==> src/rtl/ercmd_fetch_pkg.sv <==
// Shared Earthrise command-list definitions: opcode field layout, STOP value,
// fetcher state encoding and command buffer sizing.
package ercmd_fetch_pkg;

  // Opcode occupies the top OPC_W bits of every command word.
  localparam int OPC_W = 8;
  localparam logic [OPC_W-1:0] OPC_STOP = 8'h00;

  localparam int FIFO_DEPTH = 4;
  localparam int FIFO_CW    = $clog2(FIFO_DEPTH + 1);

  typedef enum logic [1:0] {
    ST_IDLE  = 2'd0,
    ST_RUN   = 2'd1,
    ST_DRAIN = 2'd2
  } fetch_state_t;

endpackage

==> src/rtl/ercmd_fifo.sv <==
// Small synchronous FIFO for the Earthrise command stream; storage is not reset,
// only pointers and occupancy. Flush empties it in one cycle.
module ercmd_fifo #(
  parameter int WORD  = 32,
  parameter int DEPTH = 4,
  parameter int CW    = $clog2(DEPTH + 1)
) (
  input  logic            clk,
  input  logic            rst_n,
  input  logic            flush,
  input  logic            push,
  input  logic [WORD-1:0] push_data,
  input  logic            pop,
  output logic            valid,
  output logic [WORD-1:0] data,
  output logic [CW-1:0]   count
);

  localparam int PW = $clog2(DEPTH);

  logic [WORD-1:0] mem [DEPTH];
  logic [PW-1:0]   rd_ptr;
  logic [PW-1:0]   wr_ptr;

  always_ff @(posedge clk) begin
    if (push && !flush) mem[wr_ptr] <= push_data;
  end

  // Pointers wrap naturally because DEPTH is a power of two.
  always_ff @(posedge clk or negedge rst_n) begin
    if (!rst_n) begin
      rd_ptr <= '0;
      wr_ptr <= '0;
      count  <= '0;
    end else if (flush) begin
      rd_ptr <= '0;
      wr_ptr <= '0;
      count  <= '0;
    end else begin
      if (push) wr_ptr <= wr_ptr + PW'(1);
      if (pop)  rd_ptr <= rd_ptr + PW'(1);
      count <= count + CW'(push) - CW'(pop);
    end
  end

  assign valid = (count != '0);
  assign data  = mem[rd_ptr];

endmodule

==> src/rtl/ercmd_fetch.sv <==
// Earthrise command-list fetcher: reads a STOP-terminated list from a 2-cycle
// latency memory and streams the commands through a 4-entry buffer.
module ercmd_fetch
  import ercmd_fetch_pkg::*;
#(
  parameter int WORD  = 32,
  parameter int ADDRW = 10
) (
  input  logic             clk,
  input  logic             rst_n,
  input  logic             start,
  input  logic [ADDRW-1:0] start_addr,
  input  logic             abort,
  output logic             busy,
  output logic             done,
  output logic [ADDRW-1:0] addr_er,
  input  logic [WORD-1:0]  dout_er,
  output logic             cmd_valid,
  input  logic             cmd_ready,
  output logic [WORD-1:0]  cmd_data
);

  localparam int LW = FIFO_CW + 1;

  fetch_state_t       state;
  logic [1:0]         inflight;
  logic [FIFO_CW-1:0] fifo_count;
  logic [LW-1:0]      load;
  logic pop, capture, is_stop, stop_seen, push, issue;

  assign pop       = cmd_valid & cmd_ready;
  assign capture   = inflight[1] && (state == ST_RUN);
  assign is_stop   = (dout_er[WORD-1 -: OPC_W] == OPC_STOP);
  assign stop_seen = capture && is_stop;
  assign push      = capture && !is_stop && !abort;

  // Occupancy after this cycle's pop, plus reads still in the memory pipe, plus this read.
  assign load  = LW'(fifo_count) - LW'(pop) + LW'(inflight[0]) + LW'(inflight[1]) + LW'(1);
  assign issue = (state == ST_RUN) && !stop_seen && !abort && (load <= LW'(FIFO_DEPTH));

  always_ff @(posedge clk or negedge rst_n) begin
    if (!rst_n) begin
      state    <= ST_IDLE;
      busy     <= 1'b0;
      done     <= 1'b0;
      inflight <= '0;
      addr_er  <= '0;
    end else begin
      done <= 1'b0;
      if (abort) begin
        state    <= ST_IDLE;
        busy     <= 1'b0;
        inflight <= '0;
      end else begin
        case (state)
          ST_IDLE: begin
            inflight <= '0;
            if (start) begin
              state   <= ST_RUN;
              busy    <= 1'b1;
              addr_er <= start_addr;
            end
          end
          ST_RUN: begin
            // Reads already in flight past STOP are speculative: drop their valid bits.
            if (stop_seen) begin
              state    <= ST_DRAIN;
              inflight <= '0;
            end else begin
              inflight <= {inflight[0], issue};
              if (issue) addr_er <= addr_er + ADDRW'(1);
            end
          end
          ST_DRAIN: begin
            inflight <= '0;
            if (fifo_count == '0) begin
              state <= ST_IDLE;
              busy  <= 1'b0;
              done  <= 1'b1;
            end
          end
          default: begin
            state    <= ST_IDLE;
            busy     <= 1'b0;
            inflight <= '0;
          end
        endcase
      end
    end
  end

  ercmd_fifo #(
    .WORD  (WORD),
    .DEPTH (FIFO_DEPTH),
    .CW    (FIFO_CW)
  ) u_fifo (
    .clk       (clk),
    .rst_n     (rst_n),
    .flush     (abort),
    .push      (push),
    .push_data (dout_er),
    .pop       (pop),
    .valid     (cmd_valid),
    .data      (cmd_data),
    .count     (fifo_count)
  );

endmodule
==> config.mk <==
export PLATFORM = sky130hd
export DESIGN_NAME = ercmd_fetch
export DESIGN_NICKNAME = d
export VERILOG_FILES = /design/src/rtl/ercmd_fetch_pkg.sv /design/src/rtl/ercmd_fifo.sv /design/src/rtl/ercmd_fetch.sv
export SDC_FILE = /design/constraint.sdc
export NUM_CORES = 1
export LEC_CHECK = 0
export CAP_MARGIN = 20
export CORE_MARGIN = 10
export CORE_UTILIZATION = 50
export DETAILED_ROUTE_END_ITERATION = 6
export PLACE_DENSITY = 0.76
export SYNTH_ARGS = -nofsm -noshare
export SYNTH_HDL_FRONTEND = slang
export SYNTH_SLANG_ARGS = --single-unit
==> constraint.sdc <==
create_clock -name clk -period 3.55 [get_ports clk]
set_input_delay 0.71 -clock clk [delete_from_list [all_inputs] [get_ports clk]]
set_output_delay 0.71 -clock clk [all_outputs]
set_load 0.01 [all_outputs]
==> results_dict.tcl <==
set metrics [dict create \
    status "completed" \
    path_clk_slew_ps 60 \
    maxCapViolations 0 \
    synth_area_leaders "edfxtp_1, mux4_2, dfrtp_1" \
    nets 485 \
    ys_types 43 \
    grt_pass1_wl_um 19390 \
    fin_cells 586 \
    vias 3297 \
    cts_made_buffers 17 \
    dp_slack_ps -23.60 \
    worstSetupPathType "reg -> reg" \
    post_cts_buffers 0 \
    routedWlPerCell_um 20.22 \
    grt_max_degree 33 \
    drc 0 \
    finalCritPeriodShare_pct 92.46 \
    synth_top_flop_cell "edfxtp_1" \
    yosysTopAreaCell "edfxtp_1" \
    start_util_pct 50.74 \
    syn_avg_cell_area_sq_um 18.97 \
    slew_violations 0 \
    gp_congestion 0.8698 \
    cts_buffer_depth 2 \
    syn_nets 379 \
    whs_ps 543.3 \
    totalWireLength_um 11850 \
    insertion_delay_ps 410 \
    die_height_um 130.2 \
    antenna_left 0 \
    hold_path_class "reg -> reg" \
    cp-end-kind "flop" \
    relSlewSlack_pct 42.39 \
    ys_ff_latch 151 \
    cts_root_buf "clkbuf_16" \
    fmax_ghz 0.3047 \
    drive_above_1_share_pct 18.91 \
    portBuffers 91 \
    yosys.area.top_type_share_pct 63.33 \
    syn2layout_area_growth_pct 27.91 \
    cts_tree "built" \
    yosysMostFrequentCell "edfxtp_1" \
    cts_hold_buffers 0 \
    fill_cells 830 \
    worst_slew_pin_slew_ps 864.1 \
    cp_max_fo 7 \
    netlist_instances 320 \
    fp-row-count 40 \
    placed_cells 554 \
    grt_pass1_vias 3656 \
    clock_sinks 151 \
    utilization_pct 64.91 \
    finalHoldViolCount 0 \
    htree_levels 4 \
    fin_tns_setup_ps 0 \
    multi_input_area_sq_mm 0.001545 \
    cts_resized 0 \
    dieArea_sq_mm 0.01695 \
    routed_via_density 5.626 \
    drtIter0Drc 220 \
    p_leak_uw 0.002633 \
    min_period_ps 3282 \
    hpwlAfterDp_um 7859 \
    ir_worst_vdd_uv 352.2 \
    fin_skew_ps 8.387 \
    synth_common_cells "edfxtp_1, mux4_2, dfrtp_1, nor2_1, inv_1" \
    synth-edff-count 128 \
    coreArea_sq_mm 0.01196 \
    cp.arrival_ps 3600 \
    die_w_um 130.2 \
    power.density_mw_per_mm2 645.5 \
    antenna_found_initial 0 \
    grtUsageTotal_pct 15.04 \
    start_kind "flop" \
    dr.pass1.iters 4 \
    num_io_pins 92 \
    grt_overflow 0 \
    setup-violations-final 0 \
    setup_ws_ps 267.8 \
    diodes 0 \
    rsz0062_at_grt "false" \
    seqCellArea_sq_mm 0.004420 \
    syn_area_sq_mm 0.006070 \
    synth_warnings 0 \
    synthArstFlopShare_pct 15.23 \
    ys_seq_area_share_pct 72.81 \
    required_ps 3870 \
]
## per-stage QoR
| stage | area, sq um | total power, uW |
|---|---|---|
| after floorplan | 6070 | 2797 |
| after CTS | 7764 | 5074 |
| final | 7764 | 5011 |
| after detailed placement | 7199 | 3389 |
| after global placement | 7194 | 3368 |
| after global routing | 7764 | 5265 |
## logic make-up (layout without fill, tap and decap cells)
| logic type | count (synthesis) | in the layout | share of synthesized area [%] |
|---|---|---|---|
| AND/OR/NAND/NOR | 60 | 60 | 5.319 |
| XOR/XNOR | 6 | 6 | 0.8658 |
| flip-flops | 151 | 151 | 72.81 |
| adder cells (fa/ha/maj) | 12 | 12 | 2.845 |
| buffers and inverters | 26 | 145 | 1.814 |
| AO/OA/AOI/OAI | 30 | 30 | 3.979 |
| multiplexers | 35 | 35 | 12.37 |
## layout by cell type (no fill, tap or decap), types with 5 or more instances in the layout
| master | instances |
|---|---|
| o22ai_1 | 6 |
| mux4_2 | 32 |
| edfxtp_1 | 128 |
| dfrtp_1 | 22 |
| buf_4 | 6 |
| nor2_1 | 22 |
| inv_1 | 13 |
| ha_1 | 9 |
| clkdlybuf4s50_1 | 91 |
| nand2_1 | 7 |
| xnor2_1 | 5 |
| clkbuf_16 | 17 |
## flip-flops by register name, indices dropped and copies added, names as in the netlist
name,count
u_fifo.mem,128
addr_er,10
u_fifo.count,3
inflight,2
state,2
u_fifo.rd_ptr,2
u_fifo.wr_ptr,2
busy,1
done,1
## per-layer routing
layer	share of wire (%)	vias up	GRT usage, %
li1	-	1496	-
met1	43	1664	18.72
met2	49	115	23.85
met3	6.3	22	4.706
met4	1.9	0	6.481
met5	0	-	0
## cell type report
cell class	count	share of cell area [%]
clock buffers	24	6.334
clock inverters	8	0.9347
inverters	13	0.6285
multi-input cells	143	19.90
flip-flops and latches	151	56.94
well taps	147	2.369
repair buffers	100	12.89
## report_power, final
| part | leakage, uW | internal [uW] | switching [uW] | total [uW] |
|---|---|---|---|---|
| sequential | 0.00144 | 1980 | 92.5 | 2070 |
| combinational | 0.000921 | 725 | 532 | 1260 |
| clock | 0.000272 | 1030 | 646 | 1680 |
| total | 0.00263 | 3740 | 1270 | 5010 |
## final timing paths
check / slack [ps] / start / endpoint / cells after the start
worst max-delay path: 270 / u_fifo.count[1]$_DFF_PN0_ / addr_er[8]$_DFFE_PN0P_ / 11
worst min-delay path: 540 / inflight[0]$_DFF_PN0_ / inflight[1]$_DFF_PN0_ / 2
worst max register to register: 270 / u_fifo.count[1]$_DFF_PN0_ / addr_er[8]$_DFFE_PN0P_ / 11
worst min register to register: 540 / inflight[0]$_DFF_PN0_ / inflight[1]$_DFF_PN0_ / 2
max in group asynchronous: 2610 / rst_n / u_fifo.rd_ptr[0]$_DFFE_PN0P_ / 2
min in group asynchronous: 660 / rst_n / addr_er[3]$_DFFE_PN0P_ / 2
## critical path: stages (launching register included)
cell and delay, ps:
dfrtp_1 390, or3_1 410, and2_1 200, fa_1 480, inv_1 50, ha_1 200
fa_1 440, nor2_1 150, o22a_1 300, nand3_1 170, mux2i_1 170, a211oi_1 240
Power figures use the tool's default switching activity.
